[src/rtl/text_pkg.sv]
// Shared constants and types for the text display write path.
package text_pkg;

   localparam logic [7:0] CH_SPACE    = 8'h20;
   localparam logic [7:0] CH_BS       = 8'h08;
   localparam logic [7:0] CH_LF       = 8'h0A;
   localparam logic [7:0] CH_CR       = 8'h0D;
   localparam logic [7:0] CH_FF       = 8'h0C;
   localparam logic [7:0] CH_PRINT_LO = 8'h20;
   localparam logic [7:0] CH_PRINT_HI = 8'h7E;

   localparam int unsigned DEF_COLS = 16;
   localparam int unsigned DEF_ROWS = 2;
   localparam int unsigned CHAR_W   = 8;
   localparam int unsigned CHAR_H   = 16;

   typedef enum logic {
      ST_CLEAR,
      ST_IDLE
   } state_t;

   function automatic logic is_printable(input logic [7:0] c);
      return (c >= CH_PRINT_LO) && (c <= CH_PRINT_HI);
   endfunction

endpackage

[src/rtl/text_line_writer_if.sv]
// Byte stream handshake into the text line writer.
interface text_line_writer_if;

   logic       in_valid;
   logic [7:0] in_char;
   logic       in_ready;

   modport master (output in_valid, output in_char, input  in_ready);
   modport slave  (input  in_valid, input  in_char, output in_ready);

endinterface

[src/rtl/text_ram.sv]
// Character buffer: one synchronous write port, one synchronous read-before-write read port.
module text_ram #(
   parameter int unsigned DEPTH = 32,
   parameter int unsigned AW    = 5
) (
   input  logic          clk,
   input  logic          we,
   input  logic [AW-1:0] waddr,
   input  logic [7:0]    wdata,
   input  logic [AW-1:0] raddr,
   output logic [7:0]    rd_data
);

   logic [7:0] mem [DEPTH];

   always_ff @(posedge clk) begin
      if (we) mem[waddr] <= wdata;
      rd_data <= mem[raddr];
   end

endmodule

[src/rtl/text_line_writer.sv]
// Accepts ASCII bytes, maintains the write cursor and control codes, and
// fills the ROWS x COLS character buffer read by the display side.
module text_line_writer
   import text_pkg::*;
#(
   parameter  int unsigned COLS = DEF_COLS,
   parameter  int unsigned ROWS = DEF_ROWS,
   localparam int unsigned RW   = (ROWS > 1) ? $clog2(ROWS) : 1,
   localparam int unsigned CW   = $clog2(COLS)
) (
   input  logic                clk,
   input  logic                rst,
   text_line_writer_if.slave   in_if,
   input  logic [RW-1:0]       rd_row,
   input  logic [CW-1:0]       rd_col,
   output logic [7:0]          rd_char,
   output logic [RW-1:0]       cursor_row,
   output logic [CW-1:0]       cursor_col,
   output logic                busy
);

   localparam int unsigned DEPTH     = ROWS * COLS;
   localparam int unsigned AW        = (DEPTH > 1) ? $clog2(DEPTH) : 1;
   localparam logic [AW-1:0] LAST_ADDR = AW'(DEPTH - 1);
   localparam logic [RW-1:0] LAST_ROW  = RW'(ROWS - 1);
   localparam logic [RW:0]   ROWS_LIM  = (RW + 1)'(ROWS);

   state_t          state;
   logic [AW-1:0]   clr_addr;
   logic            in_ready_q;
   logic            accept;
   logic            we;
   logic [AW-1:0]   waddr;
   logic [7:0]      wdata;
   logic [7:0]      ram_q;
   logic            rd_blank_q;

   // COLS is a power of two, so row*COLS + col is a plain concatenation.
   function automatic logic [AW-1:0] cell_addr(input logic [RW-1:0] r, input logic [CW-1:0] c);
      logic [RW+CW-1:0] full;
      full = {r, c};
      return full[AW-1:0];
   endfunction

   function automatic logic [RW-1:0] next_row(input logic [RW-1:0] r);
      return (r == LAST_ROW) ? '0 : r + 1'b1;
   endfunction

   assign in_if.in_ready = in_ready_q;
   assign accept         = in_if.in_valid & in_ready_q;

   always_ff @(posedge clk or posedge rst) begin
      if (rst) begin
         state      <= ST_CLEAR;
         clr_addr   <= '0;
         cursor_row <= '0;
         cursor_col <= '0;
         in_ready_q <= 1'b0;
         busy       <= 1'b1;
      end else begin
         case (state)
            ST_CLEAR: begin
               if (clr_addr == LAST_ADDR) begin
                  state      <= ST_IDLE;
                  in_ready_q <= 1'b1;
                  busy       <= 1'b0;
                  cursor_row <= '0;
                  cursor_col <= '0;
               end else begin
                  clr_addr <= clr_addr + 1'b1;
               end
            end
            ST_IDLE: begin
               if (accept) begin
                  if (is_printable(in_if.in_char)) begin
                     if (cursor_col == '1) begin
                        cursor_col <= '0;
                        cursor_row <= next_row(cursor_row);
                     end else begin
                        cursor_col <= cursor_col + 1'b1;
                     end
                  end else if (in_if.in_char == CH_BS) begin
                     if (cursor_col != '0) cursor_col <= cursor_col - 1'b1;
                  end else if (in_if.in_char == CH_CR) begin
                     cursor_col <= '0;
                  end else if (in_if.in_char == CH_LF) begin
                     cursor_row <= next_row(cursor_row);
                  end else if (in_if.in_char == CH_FF) begin
                     state      <= ST_CLEAR;
                     clr_addr   <= '0;
                     cursor_row <= '0;
                     cursor_col <= '0;
                     in_ready_q <= 1'b0;
                     busy       <= 1'b1;
                  end
               end
            end
            default: state <= ST_CLEAR;
         endcase
      end
   end

   // BS at column 0 blanks (row, 0) in place; otherwise it blanks the cell left of the cursor.
   always_comb begin
      we    = 1'b0;
      waddr = clr_addr;
      wdata = CH_SPACE;
      if (state == ST_CLEAR) begin
         we = 1'b1;
      end else if (accept) begin
         if (is_printable(in_if.in_char)) begin
            we    = 1'b1;
            waddr = cell_addr(cursor_row, cursor_col);
            wdata = in_if.in_char;
         end else if (in_if.in_char == CH_BS) begin
            we    = 1'b1;
            waddr = cell_addr(cursor_row, (cursor_col == '0) ? '0 : cursor_col - 1'b1);
         end
      end
   end

   text_ram #(
      .DEPTH (DEPTH),
      .AW    (AW)
   ) u_ram (
      .clk     (clk),
      .we      (we),
      .waddr   (waddr),
      .wdata   (wdata),
      .raddr   (cell_addr(rd_row, rd_col)),
      .rd_data (ram_q)
   );

   always_ff @(posedge clk or posedge rst) begin
      if (rst) rd_blank_q <= 1'b1;
      else     rd_blank_q <= ({1'b0, rd_row} >= ROWS_LIM);
   end

   assign rd_char = rd_blank_q ? CH_SPACE : ram_q;

endmodule

[src/flat_wrapper.sv]
// flat-port wrapper written by rule: the top's interface ports become plain ports
module text_line_writer_flat import text_pkg::*;
#(
   parameter  int unsigned COLS = DEF_COLS,
   parameter  int unsigned ROWS = DEF_ROWS,
   localparam int unsigned RW   = (ROWS > 1) ? $clog2(ROWS) : 1,
   localparam int unsigned CW   = $clog2(COLS)
)
  (clk, rst, rd_row, rd_col, rd_char, cursor_row, cursor_col, busy, in_if_in_valid, in_if_in_char, in_if_in_ready);
  text_line_writer_if in_if_i ();
  input  logic clk;
  input  logic rst;
  input  logic [RW-1:0] rd_row;
  input  logic [CW-1:0] rd_col;
  output logic [7:0] rd_char;
  output logic [RW-1:0] cursor_row;
  output logic [CW-1:0] cursor_col;
  output logic busy;
  input wire logic [$bits(in_if_i.in_valid)-1:0] in_if_in_valid;
  input wire logic [$bits(in_if_i.in_char)-1:0] in_if_in_char;
  output wire logic [$bits(in_if_i.in_ready)-1:0] in_if_in_ready;
  assign in_if_i.in_valid = in_if_in_valid;
  assign in_if_i.in_char = in_if_in_char;
  assign in_if_in_ready = in_if_i.in_ready;
  text_line_writer #(.COLS(COLS), .ROWS(ROWS)) u_core (.clk(clk), .rst(rst), .in_if(in_if_i), .rd_row(rd_row), .rd_col(rd_col), .rd_char(rd_char), .cursor_row(cursor_row), .cursor_col(cursor_col), .busy(busy));
endmodule
[config.mk]
export PLATFORM = sky130hd
export DESIGN_NAME = text_line_writer_flat
export DESIGN_NICKNAME = d
export VERILOG_FILES = /design/src/rtl/text_pkg.sv /design/src/rtl/text_line_writer_if.sv /design/src/rtl/text_ram.sv /design/src/rtl/text_line_writer.sv /design/src/flat_wrapper.sv
export SDC_FILE = /design/constraint.sdc
export NUM_CORES = 1
export LEC_CHECK = 0
export CORE_MARGIN = 3
export CORE_UTILIZATION = 65
export CTS_BUF_LIST = sky130_fd_sc_hd__clkbuf_2
export CTS_CLUSTER_SIZE = 24
export DETAILED_ROUTE_END_ITERATION = 16
export GPL_ROUTABILITY_DRIVEN = 1
export PLACE_DENSITY = 0.83
export SLEW_MARGIN = 20
export SYNTH_ARGS = -nofsm -noshare
export SYNTH_HDL_FRONTEND = slang
export SYNTH_SLANG_ARGS = --single-unit
export TNS_END_PERCENT = 30
[constraint.sdc]
create_clock -name clk -period 6.8 [get_ports clk]
set_input_delay 0.68 -clock clk [delete_from_list [all_inputs] [get_ports clk]]
set_output_delay 0.68 -clock clk [all_outputs]
set_load 0.005 [all_outputs]
==> results.sh, run 1 <==
export IMPL_via_count=6071
export IMPL_ios=31
export IMPL_drtAntennaViolNets=0
export IMPL_drive_gt1_share_pct=35.0
export IMPL_via_per_inst=6.47
export IMPL_chipHeight_um=138
export IMPL_port_buffers=30
export IMPL_yosysTopAreaCell="edfxtp_1"
export IMPL_max_slew_margin_pct=28.1
export IMPL_synth_edf_count=256
export IMPL_crit_type="flop to flop"
export IMPL_ys_ff_latch=278
export IMPL_antenna_found_initial=1
export IMPL_final_cell_count_no_fill=939
export IMPL_crit_fanout=9
export IMPL_netlist_area_mm2=0.0113
export IMPL_tightest_slew_ns=1.07
export IMPL_maxCapViolCount=0
export IMPL_area_growth_pct=12.1
export IMPL_synth_async_reset_ratio_pct=5.04
export IMPL_ir_worst_vdd_uv=193
export IMPL_dieArea_mm2=0.0190
export IMPL_synth_seq_area_share_pct=72.6
export IMPL_clock_skew_ns=0.0323
export IMPL_setup_ws_ns=3.24
export IMPL_h_tree_depth=3
export IMPL_layout_min_cycle_time_ns=3.56
export IMPL_netlist_cell_type_count=61
export IMPL_power_net_switching_w=0.000985
export IMPL_first_pass_iters=5
export IMPL_finalMaxSlewViolations=0
export IMPL_fmax_ghz=0.281
export IMPL_rsz0062_at_grt="false"
export IMPL_hp_class="input port to asynchronous set/reset pin"
export IMPL_synth_warnings=0
export IMPL_cp_arrival_ns=3.93
export IMPL_finalCritPeriodShare_pct=52.4
export IMPL_wl_per_cell_um=25.1
export IMPL_grt_pass1_vias=6114
export IMPL_overflow=0
export IMPL_worstSkewPairLatency_ns=0.77
export IMPL_crit_required_ns=7.17
export IMPL_setup_tns_ns=0
export IMPL_post_cts_buffers=0
export IMPL_powerDensity_mw_per_mm2=277
export IMPL_setup_worst_path_start_class="flop"
export IMPL_clkTransAtPathRegs_ns=0.09
export IMPL_r2r_slack_ns=3.24
export IMPL_hold_violations=0
export IMPL_grt_max_degree=65
export IMPL_syn_inst=556
export IMPL_cp_end_kind="flop"
export IMPL_drtIter0Drc=561
export IMPL_drc=0
export IMPL_status="finished clean"
export IMPL_mostFrequentLayoutCells="edfxtp_1 (256), clkbuf_2 (101), mux4_2 (80)"
export IMPL_placed_cells=822
export IMPL_fp_row_count=47
export IMPL_p_seq_share_pct=56.9
export IMPL_seq_area_mm2=0.00820
export IMPL_swShare_pct=28.1
export IMPL_num_fill_cells=967
export IMPL_cts_resized=0
export IMPL_root_buffer="clkbuf_2"
export IMPL_core_area_mm2=0.0168
export IMPL_synth_area_leaders="edfxtp_1 (68%), mux4_2 (16%), dfrtp_1 (2.7%)"
export IMPL_place_congestion=0.943
export IMPL_p_clk_share_pct=28.7
export IMPL_initial_core_util_pct=67.1
export IMPL_wl_um=23500
export IMPL_cts_tree="built"
export IMPL_multi_input_area_mm2=0.00325
export IMPL_grt_total_usage_pct=26.4
export IMPL_p_int_w=0.00253
export IMPL_grt_pass1_wl_um=36200
export IMPL_setup_viol=0
export IMPL_layout_commonest_cell="edfxtp_1"
export IMPL_cts_buffers=68
export IMPL_syn_avg_cell_area_um2=20.3
export IMPL_postCtsHoldBufs=0
export IMPL_combPwrFrac_pct=14.4
export IMPL_hpwlAfterDp_um=15000
export IMPL_finalNetCount=694
export IMPL_utilization_pct=75.3
export IMPL_die_width_um=138
export IMPL_cts_buffer_depth=3
export IMPL_synth_top_cell_area_share_pct=68.1
export IMPL_synth_ff_type="edfxtp_1"
export IMPL_pre_cts_ws_ns=2.44
export IMPL_p_leak_nw=4.19
export IMPL_cts_sinks=278
-- power groups by stage --
stage / clock, W / combinational, W / sequential, W
floorplan: 0 / 0.000325 / 0.00200
global placement: 0 / 0.000441 / 0.00203
detailed placement: 0 / 0.000469 / 0.00204
CTS: 0.00103 / 0.000471 / 0.00200
global route: 0.00112 / 0.000541 / 0.00201
finish: 0.00101 / 0.000505 / 0.00200
-- Yosys cell counts (2+ instances only) --
cell type	count
a21oi_1	5
and2_1	6
and3_1	3
buf_1	3
buf_2	9
clkbuf_1	11
dfrtp_1	12
dfstp_2	2
dfxtp_1	8
edfxtp_1	256
ha_1	5
inv_1	5
mux2_2	9
mux2_4	2
mux2i_1	2
mux4_2	80
nand2_1	5
nand2b_1	4
nand3_1	6
nand4_1	4
nor2_1	18
nor2b_1	9
nor3_1	33
nor3b_1	3
o211ai_1	4
o21ai_0	7
o22ai_1	3
o31ai_1	3
or4_1	4
xnor2_1	2
xor2_1	3
-- final cells by class --
| type | instances | share of cell area, % |
|---|---|---|
| diodes | 1 | 0.0198 |
| clock buffers | 101 | 3.99 |
| clock inverters | 14 | 0.425 |
| inverters | 5 | 0.148 |
| multi-input cells | 281 | 25.7 |
| flip-flops and latches | 278 | 64.8 |
| well taps | 220 | 2.17 |
| repair buffers | 39 | 2.81 |
-- sequential cells by signal, indices dropped and copies added, names as in the netlist, 4 cells and up --
name / cells
u_core.clr_addr: 5
u_core.cursor_col: 4
u_core.u_ram.mem: 256
u_core.u_ram.rd_data: 8
-- through the flow --
| stage | power [W] | cell area [µm²] | hold WS [ns] |
|---|---|---|---|
| 2_1_floorplan | 0.00233 | 11400 | 0.488 |
| 3_3_place_gp | 0.00247 | 11900 | 0.489 |
| 3_5_place_dp | 0.00250 | 12000 | 0.494 |
| 4_1_cts | 0.00349 | 12500 | 0.266 |
| 5_1_grt | 0.00366 | 12700 | 0.281 |
| 6_report | 0.00351 | 12700 | 0.319 |
-- worst max-delay path, cell delays in order (launching register included) --
cell,delay (ns)
dfrtp_1,0.54
inv_1,0.20
ha_1,0.19
nor3b_1,0.45
nor2_1,0.12
o22ai_1,0.28
o211ai_1,0.29
buf_4,0.27
nor3_1,0.83
-- routing by layer --
metal	routed length (µm)	global-route usage, %
met1	9460	38.1
met2	11800	41.5
met3	1900	6.57
met4	413	7.14
met5	0	0
-- cells by family (layout without fill, tap and decap cells) --
family	count (synthesis)	in the layout	synth area share [%]
other	1	34	0.0332
AOI/OAI and AO/OA	42	42	2.70
xor gates and xnor gates	5	5	0.388
buffers and inverters	29	159	1.13
adders and majority gates	5	5	0.554
muxes	94	94	17.4
and+or+nand+nor	102	102	5.16
DFF	278	278	72.6
-- final timing paths --
kind                                                end                 start  cells past startpoint
worst max-delay path            u_core.u_ram.mem[21][1]  u_core.cursor_col[0]                      8
worst min-delay path               u_core.cursor_col[1]                   rst                      2
worst max register to register  u_core.u_ram.mem[21][1]  u_core.cursor_col[0]                      8
worst min register to register              u_core.busy           u_core.busy                      2
max in group asynchronous          u_core.cursor_col[2]                   rst                      2
min in group clk                            u_core.busy           u_core.busy                      2
(Power assumes the default switching activity.)
==> run 2: changes to the inputs <==
- CORE_UTILIZATION: 65 -> 64
- PLACE_DENSITY: 0.83 -> 0.82
- clock period: 6.8 -> 3.65 ns (I/O delays scaled with it)
==> run 2 against run 1 <==
Against the previous run:
- global-route usage decreased by 0.50 points
- via count increased by 2.7%
- critical path depth unchanged
- clock-buffer cell count decreased by 17
- first-iteration DRC count increased by 23%
- design area increased by 2.0%
- cell count increased by 3.8%
- worst setup slack got worse by 2.9 ns
- clock power increased by 85%
- highest routed layer unchanged
==> results.sh, run 2 (synthesis gave the netlist of run 1 again) <==
export IMPL_r2r_cells=8
export IMPL_final_cell_count_no_fill=975
export IMPL_drive_gt1_share_pct=34.2
export IMPL_cts_buffers=67
export IMPL_core_area_mm2=0.0169
export IMPL_ios=31
export IMPL_grt_pass1_wl_um=37400
export IMPL_hp_class="input port to flop"
export IMPL_wl_met2_um=11900
export IMPL_setup_tns_ns=0
export IMPL_finalNetCount=729
export IMPL_grt_max_degree=40
export IMPL_grt_pass1_vias=6294
export IMPL_rsz0062_at_grt="false"
export IMPL_root_buffer="clkbuf_2"
export IMPL_hpwlAfterDp_um=15700
export IMPL_crit_fanout=9
export IMPL_antenna_found_initial=1
export IMPL_p_seq_share_pct=56.2
export IMPL_timing_rr_start="u_core.cursor_col[0]"
export IMPL_clkTransAtPathRegs_ns=0.11
export IMPL_routed_top_layer="met4"
export IMPL_overflow=0
export IMPL_grt_total_usage_pct=25.9
export IMPL_first_pass_iters=5
export IMPL_setup_viol=0
export IMPL_utilization_pct=76.3
export IMPL_ir_worst_vdd_uv=331
export IMPL_p_leak_nw=4.35
export IMPL_chipHeight_um=139
export IMPL_max_slew_margin_pct=26.2
export IMPL_powerDensity_mw_per_mm2=511
export IMPL_mostFrequentLayoutCells="edfxtp_1 (256), clkbuf_2 (84), mux4_2 (80)"
export IMPL_crit_required_ns=4.03
export IMPL_p_clk_share_pct=28.4
export IMPL_die_width_um=139
export IMPL_layout_min_cycle_time_ns=3.31
export IMPL_dieArea_mm2=0.0193
export IMPL_maxCapViolCount=0
export IMPL_met1Wirelength_um=9640
export IMPL_worstSkewPairLatency_ns=0.82
export IMPL_r2r_slack_ns=0.34
export IMPL_h_tree_depth=3
export IMPL_p_int_w=0.00476
export IMPL_combPwrFrac_pct=15.4
export IMPL_largest_register_ffs=256
export IMPL_finalCritPeriodShare_pct=90.6
export IMPL_num_fill_cells=961
export IMPL_cts_resized=0
export IMPL_wl_per_cell_um=24.8
export IMPL_tightest_slew_ns=1.10
export IMPL_status="finished clean"
export IMPL_drtIter0Drc=688
export IMPL_wl_met3_um=2030
export IMPL_via_count=6237
export IMPL_drtAntennaViolNets=0
export IMPL_placed_cells=858
export IMPL_drc=0
export IMPL_setup_worst_path_start_class="flop"
export IMPL_swShare_pct=27.9
export IMPL_fmax_ghz=0.303
export IMPL_layout_commonest_cell="edfxtp_1"
export IMPL_wl_um=24100
export IMPL_setup_ws_ns=0.344
export IMPL_clock_skew_ns=0.0690
export IMPL_via_per_inst=6.40
export IMPL_cp_arrival_ns=3.69
export IMPL_timing_rr_end="u_core.u_ram.mem[0][1]"
export IMPL_port_buffers=30
export IMPL_hold_depth=4
export IMPL_reg_largest_list="u_core.u_ram.mem (256), u_core.u_ram.rd_data (8), u_core.clr_addr (5)"
export IMPL_fp_row_count=47
export IMPL_pre_cts_ws_ns=-0.151
export IMPL_hold_path_end="u_core.cursor_col[0]"
export IMPL_cts_tree="built"
export IMPL_area_growth_pct=14.4
export IMPL_crit_type="flop to flop"
export IMPL_initial_core_util_pct=66.7
export IMPL_place_congestion=0.960
export IMPL_power_net_switching_w=0.00184
export IMPL_cts_sinks=278
export IMPL_cts_buffer_depth=3
export IMPL_largest_register="u_core.u_ram.mem"
export IMPL_finalMaxSlewViolations=0
export IMPL_min_delay_start="in_if_in_valid"
export IMPL_hold_violations=0
export IMPL_cp_end_kind="flop"
==> run 2: cell count changes in the layout (fill, tap and decap cells not counted), sizes merged <==
| cell | delta |
|---|---|
| clkdlybuf4s50 | +1 |
| dlygate4sd3 | +1 |
| bufinv | +1 |
| inv | +1 |
| clkbuf | -17 |
| buf | +34 |
| clkinv | +14 |
| clkinvlp | +1 |
==> run 2: area by class of cell <==
class                   count  area [µm²]  share of cell area [%]
diodes                      1        2.50                  0.0194
clock buffers              84         420                    3.26
inverters                   5        18.8                   0.145
flip-flops and latches    278        8200                    63.5
well taps                 220         275                    2.13
clock inverters            31         151                    1.17
repair buffers             75         683                    5.29
multi-input cells         281        3160                    24.5
==> run 2: repair_timing <==
action,4_1_cts,5_1_grt
hold buffers,1,0
buffers inserted,0,0
endpoints found under the hold margin,12,0
==> run 2: critical path: stages, from the launching register on <==
cell	delay [ns]
dfrtp_1	0.40
inv_1	0.12
ha_1	0.18
nor3b_1	0.46
nor2_1	0.08
mux2_4	0.30
mux2_4	0.35
buf_4	0.18
nor3_1	0.84
==> run 2: power groups by stage <==
stage / Combinational (W) / Sequential, W / Clock (W)
finish: 0.00102 / 0.00371 / 0.00187
global route: 0.00109 / 0.00372 / 0.00210
CTS: 0.000978 / 0.00371 / 0.00191
detailed placement: 0.000967 / 0.00378 / 0
global placement: 0.000924 / 0.00376 / 0
floorplan: 0.000605 / 0.00373 / 0
==> run 2: how the worst max path moves through the flow <==
| stage | startpoint | end | cells past startpoint | slack (ns) |
|---|---|---|---|---|
| 6_report | u_core.cursor_col[0] | u_core.u_ram.mem[0][1] | 8 | 0.34 |
| 5_1_grt | u_core.cursor_col[0] | u_core.u_ram.mem[0][1] | 8 | 0.14 |
| 4_1_cts | u_core.cursor_col[0] | u_core.u_ram.mem[20][6] | 8 | 0.16 |
| 3_5_place_dp | in_if_in_char[7] | u_core.u_ram.mem[20][2] | 7 | -0.15 |
| 3_3_place_gp | in_if_in_char[7] | u_core.u_ram.mem[21][2] | 7 | 0.06 |
| 2_1_floorplan | u_core.cursor_col[0] | u_core.u_ram.mem[22][0] | 8 | 0.79 |
==> run 2: through the flow <==
step | hold WS, ns | power, W | area, µm²
floorplan | 0.253 | 0.00433 | 11400
global placement | 0.489 | 0.00469 | 12300
detailed placement | 0.510 | 0.00474 | 12300
CTS | 0.323 | 0.00660 | 12800
global route | 0.353 | 0.00691 | 12900
finish | 0.383 | 0.00660 | 12900
==> run 2: layer usage <==
metal,track usage (%),vias up
met5,0,-
met2,40.5,347
li1,-,2652
met3,5.07,54
met4,9.22,0
met1,37.5,3184
==> run 3: changes to the inputs <==
- RECOVER_POWER: not set -> 100
==> run 3 against run 2 <==
Against the previous run:
- sequential power hardly changed
- design area shrank 1.2%
- first-iteration DRC count fell by 11%
- critical path type unchanged
- clock power about the same
- routed wire length grew 0.31%
- flip-flop and latch count did not move
- critical path depth fell by 1
==> results.sh, run 3 (synthesis gave the netlist of run 1 again) <==
export IMPL_max_slew_margin_pct=6.77
export IMPL_wl_per_cell_um=24.8
export IMPL_drtIter0Drc=614
export IMPL_grtUsageMet1_pct=37.5
export IMPL_reg_largest_list="u_core.u_ram.mem (256), u_core.u_ram.rd_data (8), u_core.clr_addr (5)"
export IMPL_h_tree_depth=3
export IMPL_grt_pass1_vias=6294
export IMPL_report_power_total_w=0.00656
export IMPL_cts_tree="built"
export IMPL_hp_class="input port to flop"
export IMPL_num_fill_cells=1008
export IMPL_grt_max_degree=40
export IMPL_met3_usage_pct=5.07
export IMPL_layout_min_cycle_time_ns=3.38
export IMPL_maxCapViolCount=0
export IMPL_placed_area_mm2=0.0123
export IMPL_status="finished clean"
export IMPL_drc=0
export IMPL_final_cell_count_no_fill=975
export IMPL_crit_type="flop to flop"
export IMPL_clkTransAtPathRegs_ns=0.12
export IMPL_dieArea_mm2=0.0193
export IMPL_die_width_um=139
export IMPL_post_cts_buffers=0
export IMPL_ir_worst_vdd_uv=314
export IMPL_fp_row_count=47
export IMPL_cts_buffers=67
export IMPL_timing_rr_start="u_core.cursor_col[0]"
export IMPL_finalMaxSlewViolations=0
export IMPL_setup_viol=0
export IMPL_hold_path_end="u_core.cursor_col[0]"
export IMPL_hpwlAfterDp_um=15700
export IMPL_antenna_found_initial=1
export IMPL_overflow=0
export IMPL_utilization_pct=75.3
export IMPL_finalCritPeriodShare_pct=92.7
export IMPL_r2r_slack_ns=0.27
export IMPL_initial_core_util_pct=66.7
export IMPL_grtUsageMet2_pct=40.5
export IMPL_drtAntennaViolNets=0
export IMPL_place_congestion=0.960
export IMPL_chipHeight_um=139
export IMPL_seq_area_mm2=0.00820
export IMPL_grt_total_usage_pct=25.9
export IMPL_crit_fanout=8
export IMPL_clock_skew_ns=0.0576
export IMPL_setup_worst_path_start_class="flop"
export IMPL_ios=31
export IMPL_timing_rr_end="u_core.u_ram.mem[28][5]"
export IMPL_grt_pass1_wl_um=37400
export IMPL_p_leak_nw=4.23
export IMPL_cts_resized=0
export IMPL_finalNetCount=729
export IMPL_layout_commonest_cell="edfxtp_1"
export IMPL_multi_input_area_mm2=0.00311
export IMPL_via_per_inst=6.39
export IMPL_tightest_slew_ns=1.40
export IMPL_cts_buffer_depth=3
export IMPL_r2r_cells=7
export IMPL_drive_gt1_share_pct=28.8
export IMPL_via_count=6235
export IMPL_crit_required_ns=4.02
export IMPL_root_buffer="clkbuf_2"
export IMPL_rsz0062_at_grt="false"
export IMPL_worstSkewPairLatency_ns=0.81
export IMPL_port_buffers=30
export IMPL_fmax_ghz=0.296
export IMPL_mostFrequentLayoutCells="edfxtp_1 (256), clkbuf_2 (84), mux4_2 (80)"
export IMPL_hold_violations=0
export IMPL_placed_cells=858
export IMPL_setup_tns_ns=0
export IMPL_wl_um=24200
export IMPL_cts_sinks=278
export IMPL_largest_register="u_core.u_ram.mem"
export IMPL_area_growth_pct=12.9
export IMPL_cp_arrival_ns=3.75
export IMPL_powerDensity_mw_per_mm2=515
export IMPL_largest_register_ffs=256
export IMPL_min_delay_start="in_if_in_valid"
export IMPL_top_usage_layer="met2"
export IMPL_core_area_mm2=0.0169
export IMPL_final_area_mm2=0.0128
export IMPL_cp_end_kind="flop"
export IMPL_hold_depth=4
export IMPL_first_pass_iters=5
run 3: power breakdown:
group / leakage (nW) / switching (W) / internal, W
Combinational: 1.24 / 0.000557 / 0.000411
Sequential: 2.56 / 0.000109 / 0.00360
Clock: 0.426 / 0.00117 / 0.000713
run 3: how the worst max path moves through the flow:
| stage | from | end | slack [ns] | cells past startpoint |
|---|---|---|---|---|
| 2_1_floorplan | u_core.cursor_col[0] | u_core.u_ram.mem[22][0] | 0.79 | 8 |
| 3_3_place_gp | in_if_in_char[7] | u_core.u_ram.mem[21][2] | 0.06 | 7 |
| 3_5_place_dp | in_if_in_char[7] | u_core.u_ram.mem[20][2] | -0.15 | 7 |
| 4_1_cts | u_core.cursor_col[0] | u_core.u_ram.mem[20][6] | 0.16 | 8 |
| 5_1_grt | u_core.cursor_col[0] | u_core.u_ram.mem[28][1] | 0.09 | 7 |
| 6_report | u_core.cursor_col[0] | u_core.u_ram.mem[28][5] | 0.27 | 7 |
run 3: area by class of cell:
cell class                      count  share of cell area [%]
Sequential cell                   278                    64.3
Multi-Input combinational cell    281                    24.4
Timing Repair Buffer               75                    4.50
Clock buffer                       84                    3.30
Tap cell                          220                    2.16
Clock inverter                     31                    1.19
Inverter                            5                   0.147
Antenna cell                        1                  0.0196
run 3: worst max-delay path, stage by stage (launching register included):
cell       delay, ns
dfrtp_1         0.40
inv_1           0.12
ha_1            0.18
nor3b_1         0.46
nor2_1          0.08
o22ai_1         0.29
o2bb2ai_1       0.34
nor3_1          1.09
run 3: metrics by stage:
stage                     hold slack [ns]  setup slack (ns)
after floorplan                     0.253             0.793
after global routing                0.353            0.0876
after global placement              0.489            0.0599
after detailed placement            0.510            -0.151
final                               0.377             0.267
after CTS                           0.323             0.163
run 3: metal layers:
layer	routed length (µm)	up-vias	share of wire, %
met1	9550	3153	39
met3	2180	55	9.0
met5	0	-	0
met2	11800	363	49
met4	686	0	2.8
li1	-	2664	-
run 3: repair_timing:
| item | CTS | global route |
|---|---|---|
| hold endpoints to repair | 12 | 0 |
| hold buffers | 1 | 0 |
| endpoints found under the setup margin | 0 | 0 |
